### src/rtl/instr_register_pkg.sv
// Shared types for the instruction register file and its scheduler.
package instr_register_pkg;

    typedef enum logic [3:0] {
        ZERO,
        PASSA,
        PASSB,
        ADD,
        SUB,
        MULT,
        DIV,
        MOD
    } opcode_t;

    typedef logic signed [31:0] operand_t;

    // 32 register-file entries
    typedef logic [4:0] address_t;

    typedef struct packed {
        opcode_t  opc;
        operand_t op_a;
        operand_t op_b;
    } instruction_t;

    // Scheduler sequencing: one clearing cycle, then normal operation
    typedef enum logic {
        StClear,
        StRun
    } sched_state_t;

endpackage

### src/rtl/rr_arbiter.sv
// Round-robin arbiter: grants the first request found scanning upward from i_rr_ptr with wrap.
module rr_arbiter #(
    parameter int unsigned N    = 2,
    localparam int unsigned PtrW = (N > 1) ? $clog2(N) : 1
) (
    input  logic [N-1:0]    i_req,
    input  logic [PtrW-1:0] i_rr_ptr,
    output logic [N-1:0]    o_gnt
);

    logic            w_found;
    logic [PtrW-1:0] w_idx;

    // One-hot grant to the first active request at or after the priority pointer
    always_comb begin
        o_gnt   = '0;
        w_found = 1'b0;
        w_idx   = '0;
        for (int unsigned off = 0; off < N; off++) begin
            w_idx = PtrW'((32'(i_rr_ptr) + off) % N);
            if (!w_found && i_req[w_idx]) begin
                o_gnt[w_idx] = 1'b1;
                w_found      = 1'b1;
            end
        end
    end

endmodule

### src/rtl/instr_reg_scheduler.sv
// Write-port arbiter and circular-FIFO pointer sequencer in front of instr_register.
module instr_reg_scheduler
    import instr_register_pkg::*;
#(
    parameter int unsigned NUM_REQ = 2,
    parameter int unsigned DEPTH   = 32,
    localparam int unsigned CntW    = $clog2(DEPTH) + 1,
    localparam int unsigned RrW     = (NUM_REQ > 1) ? $clog2(NUM_REQ) : 1
) (
    input  logic                i_clk,
    input  logic                i_reset,
    input  logic [NUM_REQ-1:0]  i_req_valid,
    output logic [NUM_REQ-1:0]  o_req_ready,
    input  opcode_t             i_req_opcode    [NUM_REQ],
    input  operand_t            i_req_operand_a [NUM_REQ],
    input  operand_t            i_req_operand_b [NUM_REQ],
    input  logic                i_flush,
    output logic                o_rd_valid,
    input  logic                i_rd_ready,
    output instruction_t        o_rd_instr,
    output logic [CntW-1:0]     o_count,
    output logic                o_ir_load_en,
    output logic                o_ir_reset_n,
    output opcode_t             o_ir_opcode,
    output operand_t            o_ir_operand_a,
    output operand_t            o_ir_operand_b,
    output address_t            o_ir_write_pointer,
    output address_t            o_ir_read_pointer,
    input  instruction_t        i_ir_instruction_word
);

    sched_state_t       r_state, w_state_next;
    address_t           r_wr_ptr, r_rd_ptr;
    logic [CntW-1:0]    r_count;
    logic [RrW-1:0]     r_rr_ptr, w_rr_next;

    logic               w_run, w_full, w_empty, w_can_grant;
    logic               w_push, w_pop, w_clr;
    logic [NUM_REQ-1:0] w_req, w_gnt;

    assign w_run   = (r_state == StRun);
    assign w_full  = (r_count == CntW'(DEPTH));
    assign w_empty = (r_count == '0);

    // Reset or flush in the current cycle drops any grant so nothing is written
    assign w_can_grant = w_run & ~i_reset & ~i_flush & ~w_full;
    assign w_req       = i_req_valid & {NUM_REQ{w_can_grant}};

    rr_arbiter #(
        .N (NUM_REQ)
    ) u_rr_arbiter (
        .i_req    (w_req),
        .i_rr_ptr (r_rr_ptr),
        .o_gnt    (w_gnt)
    );

    assign o_req_ready        = w_gnt;
    assign w_push             = |(i_req_valid & w_gnt);
    assign w_pop              = w_run & ~w_empty & i_rd_ready;
    assign o_rd_valid         = w_run & ~w_empty;
    assign o_rd_instr         = i_ir_instruction_word;
    assign o_count            = r_count;
    assign o_ir_load_en       = w_push;
    assign o_ir_reset_n       = w_run;
    assign o_ir_write_pointer = r_wr_ptr;
    assign o_ir_read_pointer  = r_rd_ptr;

    // Pointers/count return to zero on reset, during CLEAR, and on a flush edge
    assign w_clr = i_reset | ~w_run | i_flush;

    // Route the granted requester to the register write port; next RR pointer follows it
    always_comb begin
        o_ir_opcode    = ZERO;
        o_ir_operand_a = '0;
        o_ir_operand_b = '0;
        w_rr_next      = r_rr_ptr;
        for (int unsigned i = 0; i < NUM_REQ; i++) begin
            if (w_gnt[i]) begin
                o_ir_opcode    = i_req_opcode[i];
                o_ir_operand_a = i_req_operand_a[i];
                o_ir_operand_b = i_req_operand_b[i];
                w_rr_next      = RrW'((i + 1) % NUM_REQ);
            end
        end
    end

    // Next state: CLEAR lasts exactly one cycle; flush sends RUN back to CLEAR
    always_comb begin
        w_state_next = r_state;
        unique case (r_state)
            StClear: w_state_next = StRun;
            StRun:   if (i_flush) w_state_next = StClear;
        endcase
    end

    // State register
    always_ff @(posedge i_clk) begin
        if (i_reset) r_state <= StClear;
        else         r_state <= w_state_next;
    end

    // FIFO pointers, occupancy and round-robin pointer
    always_ff @(posedge i_clk) begin
        if (w_clr) begin
            r_wr_ptr <= '0;
            r_rd_ptr <= '0;
            r_count  <= '0;
            r_rr_ptr <= '0;
        end else begin
            if (w_push) begin
                r_wr_ptr <= r_wr_ptr + 1'b1;
                r_rr_ptr <= w_rr_next;
            end
            if (w_pop) r_rd_ptr <= r_rd_ptr + 1'b1;
            case ({w_push, w_pop})
                2'b10:   r_count <= r_count + 1'b1;
                2'b01:   r_count <= r_count - 1'b1;
                default: r_count <= r_count;
            endcase
        end
    end

endmodule

### config.mk
export PLATFORM = sky130hd
export DESIGN_NAME = instr_reg_scheduler
export DESIGN_NICKNAME = d
export VERILOG_FILES = /design/src/rtl/instr_register_pkg.sv /design/src/rtl/rr_arbiter.sv /design/src/rtl/instr_reg_scheduler.sv
export SDC_FILE = /design/constraint.sdc
export NUM_CORES = 1
export LEC_CHECK = 0
export CAP_MARGIN = 15
export CORE_AREA = 2 2 142 144
export DETAILED_ROUTE_END_ITERATION = 16
export DIE_AREA = 0 0 144 146
export GPL_ROUTABILITY_DRIVEN = 1
export MAX_ROUTING_LAYER = met4
export PLACE_DENSITY = 0.62
export REMOVE_ABC_BUFFERS = 1
export SETUP_SLACK_MARGIN = 0.4
export SYNTH_ARGS = -nofsm -noshare
export SYNTH_HDL_FRONTEND = slang
export SYNTH_SLANG_ARGS = --single-unit
### constraint.sdc
create_clock -name i_clk -period 2.9 [get_ports i_clk]
set_input_delay 0.58 -clock i_clk [delete_from_list [all_inputs] [get_ports i_clk]]
set_output_delay 0.58 -clock i_clk [all_outputs]
set_load 0.01 [all_outputs]
# ---- Word level (Yosys, flattened, before mapping)
# Index checks and enable logic that the tools add are counted.
dict set report op_classes {
  eq_ne 3
  div 0
  multipliers 0
  n_addsub 5
  bitwise_logic 15
  muxes 22
  shift 0
  n_reduce_logical 9
  order_cmp 4
}
# op n
set ops {}
lappend ops {{$mux 32} 4}
lappend ops {{$pmux 6 s2} 1}
lappend ops {{$add 5x1->5 const B} 2}
lappend ops {{$mux 1} 10}
lappend ops {{$mux 4} 2}
lappend ops {{$add 6x1->6 const B} 1}
lappend ops {{$eq 6x6->1 const B} 1}
lappend ops {{$logic_not 6->1} 1}
lappend ops {{$sub 6x1->6 const B} 1}
lappend ops {{$and 1x1->1} 5}
lappend ops {{$not 1->1} 5}
lappend ops {{$and 2x2->2} 2}
lappend ops {{$lt 1x2->1 const B} 2}
lappend ops {{$mux 2} 2}
lappend ops {{$reduce_bool 2->1} 2}
lappend ops {{$logic_and 1x1->1} 3}
lappend ops {{$demux 1 s1} 2}
lappend ops {{$eq 2x1->1 const B} 1}
lappend ops {{$eq 2x2->1 const B} 1}
lappend ops {{$ge 1x1->1 const B} 2}
lappend ops {{$or 1x1->1} 2}
lappend ops {{$or 2x2->2} 1}
lappend ops {{$pmux 1 s2} 1}
lappend ops {{$reduce_and 2->1} 1}
lappend ops {{3 further kinds} 3}
dict set report word_totals {
  inputBits 210
  n_memories 0
  ramBits 0
  reg_bits 18
  elab_cells 63
  latch_bits 0
  romBits 0
  output_inout_bits 157
}

# ---- Longest topological paths before layout
dict set report logic_depth {
  ltp_word 15
  mapped_depth 11
  depth_no_buf 10
}

# ---- Cells and area by module
# From an unflattened synthesis, not the netlist that was laid out.
dict set report unflattened {
  hier_cells 267
  area_unflattened_um2 2177.1
}
# module area_each_um2 seq_area_each_um2 cells_per_inst instances
set modules_own_cells {}
lappend modules_own_cells {instr_reg_scheduler 2158.3 360.3 264 1}
lappend modules_own_cells {rr_arbiter 18.8 0.0 3 1}

# ---- Worst setup path before layout
# Ideal clock, no wire load.
dict set report synth_path {
  kind {register to register}
  startpoint {register r_count[0], in the netlist o_count[0]}
  endpoint {register r_count[5], in the netlist o_count[5]}
  required_ns 2.778
  path_stages_with_launch 11
  synth_period_minus_slack_ns 2.956
  setup_slack_ns -0.056
  setup_time_ns 0.122
  path_buffers 0
  t_arrival_ns 2.834
  path_cell_list {dfxtp_1 > or4_4 > o32a_1 > nand2_1 > ha_1 > ha_1 > or3b_2 > o21ai_0 > a22oi_1 > a21oi_1 > nor3b_1}
}
dict set report synth_via {
  elab_chain_cells 14
  elab_cells_between_ends 26
  cone_classes {add/sub (2); eq/ne (3); mux (8); bitwise (8); reduce/logical (5)}
}
# item line_no
set synth_lines {}
lappend synth_lines {{from (decl)} instr_reg_scheduler.sv:34} ;# logic [CntW-1:0] r_count;
lappend synth_lines {{from (signal assigned)} instr_reg_scheduler.sv:116} ;# 2'b10: r_count <= r_count + 1'b1;
lappend synth_lines {{from (signal assigned)} instr_reg_scheduler.sv:117} ;# 2'b01: r_count <= r_count - 1'b1;
lappend synth_lines {{from (signal assigned)} instr_reg_scheduler.sv:118} ;# default: r_count <= r_count;
lappend synth_lines {{$eq 6x6->1} instr_reg_scheduler.sv:42} ;# assign w_full = (r_count == CntW'(DEPTH));
lappend synth_lines {{$not 1->1} instr_reg_scheduler.sv:46} ;# assign w_can_grant = w_run & ~i_reset & ~i_flush & ~w_full;
lappend synth_lines {{$and 1x1->1} instr_reg_scheduler.sv:46}
lappend synth_lines {{$and 2x2->2} instr_reg_scheduler.sv:47} ;# assign w_req = i_req_valid & {NUM_REQ{w_can_grant}};
lappend synth_lines {{$mux 1 (not written as such) (2 in series)} rr_arbiter.sv:21} ;# if (!w_found && i_req[w_idx]) begin
lappend synth_lines {{$mux 1} rr_arbiter.sv:21}
lappend synth_lines {{$logic_not 1->1} rr_arbiter.sv:21}
lappend synth_lines {{$logic_and 1x1->1} rr_arbiter.sv:21}
lappend synth_lines {{$mux 2} rr_arbiter.sv:21}
lappend synth_lines {{$and 2x2->2} instr_reg_scheduler.sv:58} ;# assign w_push = |(i_req_valid & w_gnt);
lappend synth_lines {{$reduce_or 2->1} instr_reg_scheduler.sv:58}
lappend synth_lines {{$eq 2x1->1 or $eq 2x2->1 (tied branches)} instr_reg_scheduler.sv:115} ;# case ({w_push, w_pop})
lappend synth_lines {{$pmux 6 s2 or $reduce_bool 2->1 (tied branches)} n/a}
# Parallel ways exist; a longest one is shown, timed or not. The select of a mux whose other input is x is not followed.
# A chain may end at the register's enable or synchronous reset.

# ---- Final worst setup path
dict set report layout_path {
  startpoint {register r_count[0], in the netlist o_count[0]}
  endpoint {register r_count[4], in the netlist o_count[4]}
}
# The elaborated chain is that of the path after synthesis.

==> run_results.csv <==
group,metric,value,unit
detailed_routing,wl_per_cell,31.1,um
placed_design,numPortBuffers,230,
sta,min_period_over_period,95.6,%
finish,nets,762,
clock_tree,cts.sinks,18,
logic_synthesis,synth_area_leader_cell,"a22oi_1",
die,coreArea,19300,um^2
finish,area_growth,135,%
flow_run,drv_cap,0,
setup_path,critical_path_class,"reg -> reg",
setup_path,worstReg2RegStart,"o_count[0]",
status,status,"finished clean",
logic_synthesis,synthCells,334,
detailed_routing,num_vias,3472,
global_routing,antenna_found_initial,1,
sta,setup_viol,0,
sta,rsz0062_at_grt,"true",
setup_path,worstSetupStartpoint,"o_count[0]",
die,start_util,12.2,%
setup_path,critPathMaxFanout,6,
sta,worst_slew_pin_slew,0.615,ns
worst_hold_path,min_from,"o_ir_read_pointer[1]",
logic_synthesis,ys_types,35,
placed_design,place_congestion,0.902,
setup_path,rr_worst_depth,10,
sta,period_minus_slack,2.77,ns
die,rows,51,
logic_synthesis,ys_seq_area_share,15.3,%
sta,fmax,361,MHz
clock_tree,htreeDepth,1,
die,die_w,144,um
detailed_routing,viasPerCell,4.29,
detailed_routing,wl,25100,um
global_routing,grt-ovfl-total,0,
detailed_routing,dr.pass1.iters,5,
global_routing,grt_usage,22.3,%
logic_synthesis,synth_commonest_cells,"nor2_1 (83), a22oi_1 (69), buf_4 (68), dfxtp_1 (18), clkbuf_1 (17)",
worst_hold_path,holdPathEnd,"o_ir_read_pointer[1]",
logic_synthesis,yosys.cell_count.top_type,"nor2_1",
pwr,power.density,196,nW/um^2
global_routing,grt_max_degree,41,
logic_synthesis,netlist_area,2360,um^2
die,die_y,146,um
detailed_routing,final_antenna_net_count,0,
worst_hold_path,hp-class,"reg -> reg",
setup_path,arrival,2.89,ns
worst_hold_path,hold_depth,2,
setup_path,worst_setup_path_start_kind,"flop",
setup_path,cp_num_buf_inv,2,
logic_synthesis,ys_warn_count,0,
detailed_routing,drt_iter0_markers,146,
clock_tree,path_clk_slew,0.06,ns
setup_path,worstPathRequired,3.02,ns
detailed_routing,drc_errors,0,
logic_synthesis,synth-main-ff-cell,"dfxtp_1",
setup_path,crit_path_frequent_cell,"buf_6",
sta,hold_violations,0,
setup_path,crit_path_end_kind,"flop",
die,ios,367,
pwr,ir_worst_vdd,0.346,mV
setup_path,r2r_slack,0.13,ns
clock_tree,cts_made_buffers,3,
clock_tree,clock_latency,0.25,ns
logic_synthesis,ys_ff_latch,18,
logic_synthesis,async_flop_share,0,%
die,dieArea,21000,um^2
setup_path,critPathMaxStageDelay,0.56,ns
clock_tree,cts_tree,"yes",
setup_path,rr_endpoint,"o_count[4]",
sta,slew_headroom,58.9,%
finish,drive_gt1_share,32.0,%
logic_synthesis,synth_top_area_share,21.9,%
sta,clock_skew,0.00261,ns
clock_tree,hold_buffers,0,
placed_design,hpwl,21000,um
setup_path,cpMaxStageDelayCell,"or4_4",
logic_synthesis,synth_edf_count,0,
clock_tree,cts_max_path_buffers,2,
sta,setup_ws,0.128,ns
placed_design,dp_slack,-0.339,ns
setup_path,crit_chain,"or4_4 > buf_6 > o311a_4 > ha_4 > buf_6 > fa_2 > a21o_1 > a21oi_2 > xor2_1 > o31ai_1",
setup_path,crit_family,"compound AO/OA/AOI/OAI gates",
pwr,power.leakage,0.00226,uW
clock_tree,cts_root_buf,"clkbuf_16",
pwr,report.power.total,1090,uW
global_routing,grt_pass1_vias,3268,
sta,slew_violations,0,
logic_synthesis,synthTopCellsByArea,"a22oi_1 (22%), buf_4 (22%), dfxtp_1 (15%), nor2_1 (13%), ha_1 (3.7%)",
logic_synthesis,synth.avg_cell_area,7.07,um^2
global_routing,grt_pass1_wl,30200,um
per-layer routing:
metal | up-vias | part of all wire (%) | GRT usage, %
li1 | 1538 | - | -
met1 | 1568 | 23 | 12.7
met2 | 343 | 57 | 46.0
met3 | 23 | 19 | 19.4
met4 | 0 | 1.9 | 1.91
met5 | - | 0 | -
through the flow:
step | setup TNS (ns) | cell area, um^2 | utilization (%) | std cells | hold slack, ns
6_report | 0 | 5540 | 28.7 | 809 | 0.505
2_1_floorplan | -92.36 | 1730 | - | 241 | 0.472
3_5_place_dp | -10.84 | 4740 | 24.5 | 772 | 0.499
4_1_cts | 0 | 5000 | 25.9 | 794 | 0.508
3_3_place_gp | -9.71 | 4740 | 24.5 | 772 | 0.489
5_1_grt | 0 | 5540 | 28.7 | 809 | 0.555
power breakdown:
part           internal, uW  total (uW)  switching (uW)  leakage, uW
logic                   328         526             197      0.00207
clock network           210         310             100    0.0000442
registers               249         253            3.16     0.000146
kinds of logic after synthesis:
logic type,after synthesis,synth area share (%)
muxes,2,0.848
adders and majority gates,8,4.56
buffers and inverters,97,27.5
xor gates and xnor gates,11,4.08
DFF,18,15.3
and+or+nand+nor,107,19.7
AOI/OAI and AO/OA,91,28.1
worst min-delay path, delay by kind of cell (launching register included):
family | cells | cell delay [ns]
compound gates | 1 | 0.06
flops | 1 | 0.34
simple gates | 1 | 0.06
how the worst max path moves through the flow:
stage / slack (ns) / endpoint / depth (start not counted)
2_1_floorplan: -1.32 / o_ir_opcode[0] / 3
3_3_place_gp: -0.28 / o_count[5] / 11
3_5_place_dp: -0.34 / o_count[3] / 10
4_1_cts: 0.07 / o_ir_operand_b[22] / 7
5_1_grt: 0.06 / o_count[4] / 10
6_report: 0.13 / o_count[4] / 10
area by class of cell:
class,count,area [um^2]
fill,2071,13800
timing repair buffer,298,3060
multi-input combinational,219,1690
sequential,18,362
tap,265,332
clock buffer,4,88.8
inverter,4,15.0
antenna,1,2.50
placed cells by master (no fill, tap or decap), types with 6 or more instances in the layout:
cell type        count
a21oi_1              6
a22oi_1             68
buf_12              13
buf_4               35
buf_6               35
clkbuf_16            6
clkbuf_2            19
clkdlybuf4s50_1    156
dfxtp_1             17
dlygate4sd2_1       21
nor2_1              53
nor2_4              25
xor2_1               8
what timing repair did:
action | in CTS | in global routing
pin swaps | 8 | 43
setup buffers | 14 | 10
cloned | 4 | 4
setup endpoints to repair | 76 | 77
gates resized for setup | 133 | 201
flip-flops by register name, summed over array words and instances, names as in the netlist:
register / cells
r_rr_ptr: 1
o_ir_reset_n: 1
o_ir_read_pointer: 5
o_ir_write_pointer: 5
o_count: 6
(Power assumes the default switching activity.)
==> RTL change 1: new RTL, same settings <==
`DEPTH`: 32 -> 64.
--- a/src/rtl/instr_reg_scheduler.sv
+++ b/src/rtl/instr_reg_scheduler.sv
@@ -3,7 +3,7 @@
     import instr_register_pkg::*;
 #(
     parameter int unsigned NUM_REQ = 2,
-    parameter int unsigned DEPTH   = 32,
+    parameter int unsigned DEPTH   = 64,
     localparam int unsigned CntW    = $clog2(DEPTH) + 1,
     localparam int unsigned RrW     = (NUM_REQ > 1) ? $clog2(NUM_REQ) : 1
 ) (
Ports: changed (resized o_count); port bits go from 367 to 368. No check against the original RTL was run, so the function may have changed too.
==> RTL change 1 against the original RTL <==
  * Area after synthesis decreased by 2.0%
  * Wire length increased by 13%
  * Final area increased by 4.1%
  * Die area unchanged
  * Critical endpoint is now o_count[6]
  * Total power decreased by 9.7%
  * Worst setup slack got worse by 0.10 ns
  * Sequential cell count increased by 1
  * Cell count decreased by 3.0%
==> RTL change 1: results (changes against the original RTL) <==
- Worst Clk Skew: 0.00194 ns (was 0.00261 ns)
- Port bufs: 231 (was 230)
- Vias: 3381 (was 3472)
- Post-synthesis sequential area ratio: 16.4% (was 15.3%)
- R2R setup slack: 0.13 ns
- Worst Tran Pin Value: 0.423 ns (was 0.615 ns)
- Yosys cell types: 42 (was 35)
- Placer's final routability congestion estimate: 0.886 (was 0.902)
- Share of cells above drive strength 1: 40.1% (was 32.0%)
- Dpl ws: -0.719 ns (was -0.339 ns)
- Outcome: finished clean (unchanged)
- FMAX: 0.348 GHz (was 0.361 GHz)
- Detailed-placement wirelength estimate: 23500 um (was 21000 um)
- Pleak: 0.00246 uW (was 0.00226 uW)
- FFs w/ async S/R, synth: 0% (unchanged)
- Synth Flop Type: dfxtp_1 (unchanged)
- 1st-iter DRT viols: 157 (was 146)
- Initial antenna violation count: 3 (was 1)
- Clk buf depth: 2 (unchanged)
- Synth area leaders: a22o_1, buf_4, dfxtp_1 (was a22oi_1, buf_4, dfxtp_1)
- Total GRT Usage: 25.9% (was 22.3%)
- Critical path arrival: 3.06 ns (was 2.89 ns)
- Yosys warns: 0 (unchanged)
- Number of CTS-inserted buffers: 3 (unchanged)
- H-tree levels: 1 (unchanged)
- HP Class: register to register (unchanged)
- Vias in the first global route: 3244 (was 3268)
- Synth top cells by count: a22o_1, buf_4, dfxtp_1, buf_2, nor2_1 (was nor2_1, a22oi_1, buf_4, dfxtp_1, clkbuf_1)
- Max FO, Critical Path: 7 (was 6)
- Hold_ws: 0.471 ns (was 0.505 ns)
- Root Buffer: clkbuf_16 (unchanged)
- NumNets Final: 739 (was 762)
- Pin count of the biggest net entering global routing: 21 (was 41)
- Router iterations before antenna repair: 4 (was 5)
- First-pass GRT wire length: 33700 um (was 30200 um)
- CTS clk-pin slew, worst paths: 0.06 ns (about the same)
- WL/cell: 36.1 um (was 31.1 um)
- Max FFs per register: 7 (was 6)
- Peak supply drop: 0.165 mV (was 0.346 mV)
- Clock latency on the worst-skew pair: 0.26 ns
- FILL cells: 2035 (was 2071)
-- RTL change 1: layout make-up --
type                            count  share of cell area (%)
Clock buffer                        3                    1.30
Antenna cell                        1                  0.0434
Tap cell                          265                    5.75
Clock inverter                      1                  0.0867
Multi-Input combinational cell    167                    26.3
Inverter                            5                   0.369
Sequential cell                    19                    6.70
Timing Repair Buffer              324                    59.4
-- RTL change 1: per-stage QoR --
stage,total power (uW),area (um2),instances
detailed placement,613,4640,722
global placement,620,4640,722
finish,983,5770,785
floorplan,327,1700,191
CTS,972,5500,772
global route,1010,5770,785
-- RTL change 1: report_power, final --
part	internal, uW	switching [uW]
clock	186	119
combinational	282	134
sequential	261	0.694
total	729	254
-- RTL change 1: final timing paths --
path / start / end / depth (start not counted)
worst min register to register: o_ir_write_pointer[4] / o_ir_write_pointer[4] / 1
worst min-delay path: o_ir_write_pointer[4] / o_ir_write_pointer[4] / 1
worst max register to register: o_ir_reset_n / o_count[6] / 13
worst max-delay path: i_reset / o_count[6] / 14
-- RTL change 1: worst max-delay path: stages --
cell      delay (ns)
buf_6           0.09
or3b_4          0.42
buf_6           0.14
buf_6           0.11
a311oi_4        0.30
inv_2           0.08
ha_4            0.22
buf_6           0.14
inv_4           0.05
fa_2            0.22
nor2b_4         0.06
o21a_1          0.20
o211ai_1        0.24
mux2i_1         0.22
-- RTL change 1: metal layers --
metal / global-route usage, % / share of wire, %
met2: 45.4 / 51
met4: 10.1 / 4.4
met5: - / 0
met1: 17.8 / 24
met3: 23.0 / 20
-- RTL change 1: cell families (layout without fill, tap and decap cells) --
kind of cell / count (synthesis) / in the layout / synth area share [%]
simple gates: 53 / 53 / 12.5
flops: 19 / 19 / 16.4
mux: 4 / 4 / 1.73
fa+ha+maj: 9 / 9 / 5.19
buf+inv: 93 / 333 / 27.6
compound gates: 96 / 96 / 34.7
xor+xnor: 5 / 5 / 1.89
other cells: 0 / 1 / 0
-- RTL change 1: timing repair --
item                       in CTS  in global routing
resized for setup             340                 52
pin swaps                      43                 48
setup endpoints to repair      79                 77
gates cloned                   13                  4
buffers inserted               33                  8
==> RTL change 2: new RTL, config.mk and constraints unchanged <==
Made on the original files. Make the reset (`i_reset`) asynchronous in one clocked block.
--- a/src/rtl/instr_reg_scheduler.sv
+++ b/src/rtl/instr_reg_scheduler.sv
@@ -94,7 +94,7 @@
     end
 
     // State register
-    always_ff @(posedge i_clk) begin
+    always_ff @(posedge i_clk or posedge i_reset) begin
         if (i_reset) r_state <= StClear;
         else         r_state <= w_state_next;
     end
Behaviour: differs if i_reset is asserted again (counterexample within 4 cycles, from zero or initial values and one cycle with i_reset high); with i_reset held inactive, the same outputs for 10 cycles.
==> RTL change 2 against the original RTL <==
  * Cell count up 9.0%
  * Via count up 12%
  * Count of clock-buffer cells in the layout unchanged
  * Final area down 0.72%
  * Total power up 6.3%
  * Synthesized cell count up 23%
  * Sequential cell count unchanged
  * Clock skew up 0.0022 ns
  * Area after synthesis up 7.0%
  * Wire length up 5.5%
  * Critical path depth up 1
  * Worst setup slack better by 0.10 ns
  * Critical path type unchanged
  * Largest power group unchanged
==> RTL change 2: results (changes against the original RTL) <==
- Reg2reg path depth: 11 (was 10)
- Area share of fa/ha/maj cells after synthesis: 4.26% (was 4.56%)
- Post-synthesis mux area share: 0.792% (was 0.848%)
- Total Wirelength: 26500 um (was 25100 um)
- Met2 routed WL: 13200 um (was 14300 um)
- Max FO, Critical Path: 4 (was 6)
- Clock latency on the worst-skew pair: 0.25 ns (about the same)
- Hold_ws: 0.320 ns (was 0.505 ns)
- 1st-iter DRT viols: 127 (was 146)
- Complex-gate fraction of the synthesized area: 19.6% (was 28.1%)
- Pin count of the biggest net entering global routing: 43 (was 41)
- Outcome: finished clean (unchanged)
- Post-Synth XOR/XNOR Area: 3.12% (was 4.08%)
- Yosys cell types: 37 (was 35)
- Dpl ws: -0.266 ns (was -0.339 ns)
- Placer's final routability congestion estimate: 0.829 (was 0.902)
- Metal3 WL: 5480 um (was 4720 um)
- DP Area: 4920 um2 (was 4740 um2)
- Peak supply drop: 0.201 mV (was 0.346 mV)
- Clk buf depth: 2 (unchanged)
- Share of cells above drive strength 1: 29.8% (was 32.0%)
- FFs w/ async S/R, synth: 5.56% (was 0%)
- Via-per-instance ratio: 4.41 (was 4.29)
- Worst Clk Skew: 0.00479 ns (was 0.00261 ns)
- Synth area leaders: buf_4, a21oi_1, nand3_1 (was a22oi_1, buf_4, dfxtp_1)
- Detailed-placement wirelength estimate: 21100 um (was 21000 um)
- Crit path largest cell delay: 0.53 ns (was 0.56 ns)
- PostCTS Resize Cnt: 258 (was 133)
- HP Class: primary input to async pin (was register to register)
- Avg Cell Area, Syn: 6.13 um2 (was 7.07 um2)
- Initial antenna violation count: 0 (was 1)
- ANT cells: 0 (was 1)
- Setup Fix Bufs, Post-CTS: 13 (was 14)
- Worst Tran Pin Value: 0.644 ns (was 0.615 ns)
- Pleak: 0.00228 uW (was 0.00226 uW)
- R2R setup slack: 0.23 ns (was 0.13 ns)
- Met1 wire length: 6610 um (was 5690 um)
- Vias in the first global route: 3782 (was 3268)
- Synth top cells by count: a21oi_1, nand2_1, nand3_1, buf_4, clkbuf_1 (was nor2_1, a22oi_1, buf_4, dfxtp_1, clkbuf_1)
- First-pass GRT wire length: 33400 um (was 30200 um)
- Total GRT Usage: 24.5% (was 22.3%)
- Vias: 3889 (was 3472)
- NumNets Final: 836 (was 762)
- Int Pwr: 818 uW (was 788 uW)
[RTL change 2: cells by family (layout without fill, tap and decap cells)]
| kind of cell | count (synthesis) | count (layout) |
|---|---|---|
| flip-flops | 18 | 18 |
| AO/OA/AOI/OAI | 92 | 92 |
| AND/OR/NAND/NOR | 179 | 179 |
| XOR/XNOR | 9 | 9 |
| buffers and inverters | 104 | 309 |
| adder cells (fa/ha/maj) | 8 | 8 |
| multiplexers | 2 | 2 |
[RTL change 2: power groups by stage]
stage / Clock [uW] / Sequential (uW) / Combinational [uW]
after CTS: 318 / 254 / 588
after global routing: 324 / 255 / 626
after detailed placement: 0 / 260 / 488
after global placement: 0 / 259 / 487
after floorplan: 0 / 260 / 129
final: 312 / 255 / 590
[RTL change 2: layout make-up]
type | count | area [um2] | area share, %
Clock buffer | 4 | 88.8 | 1.61
Multi-Input combinational cell | 290 | 1740 | 31.5
Inverter | 5 | 21.3 | 0.386
Tap cell | 265 | 332 | 6.02
Sequential cell | 18 | 365 | 6.64
Timing Repair Buffer | 300 | 2960 | 53.8
[RTL change 2: worst max-delay path by stage]
| stage | from | to | slack (ns) | cells after the start |
|---|---|---|---|---|
| after floorplan | i_req_valid[0] | o_ir_opcode[0] | -1.05 | 4 |
| after global placement | i_req_valid[1] | o_ir_operand_b[19] | -0.22 | 7 |
| after detailed placement | i_req_valid[1] | o_count[5] | -0.27 | 11 |
| after CTS | o_count[0] | o_count[4] | 0.25 | 11 |
| after global routing | o_count[0] | o_count[4] | 0.16 | 11 |
| final | o_count[0] | o_count[4] | 0.23 | 11 |
[RTL change 2: layer usage]
| layer | global-route usage (%) | vias to the layer above |
|---|---|---|
| li1 | - | 1758 |
| met1 | 16.0 | 1753 |
| met2 | 43.4 | 341 |
| met3 | 23.1 | 37 |
| met4 | 8.87 | 0 |
| met5 | - | - |
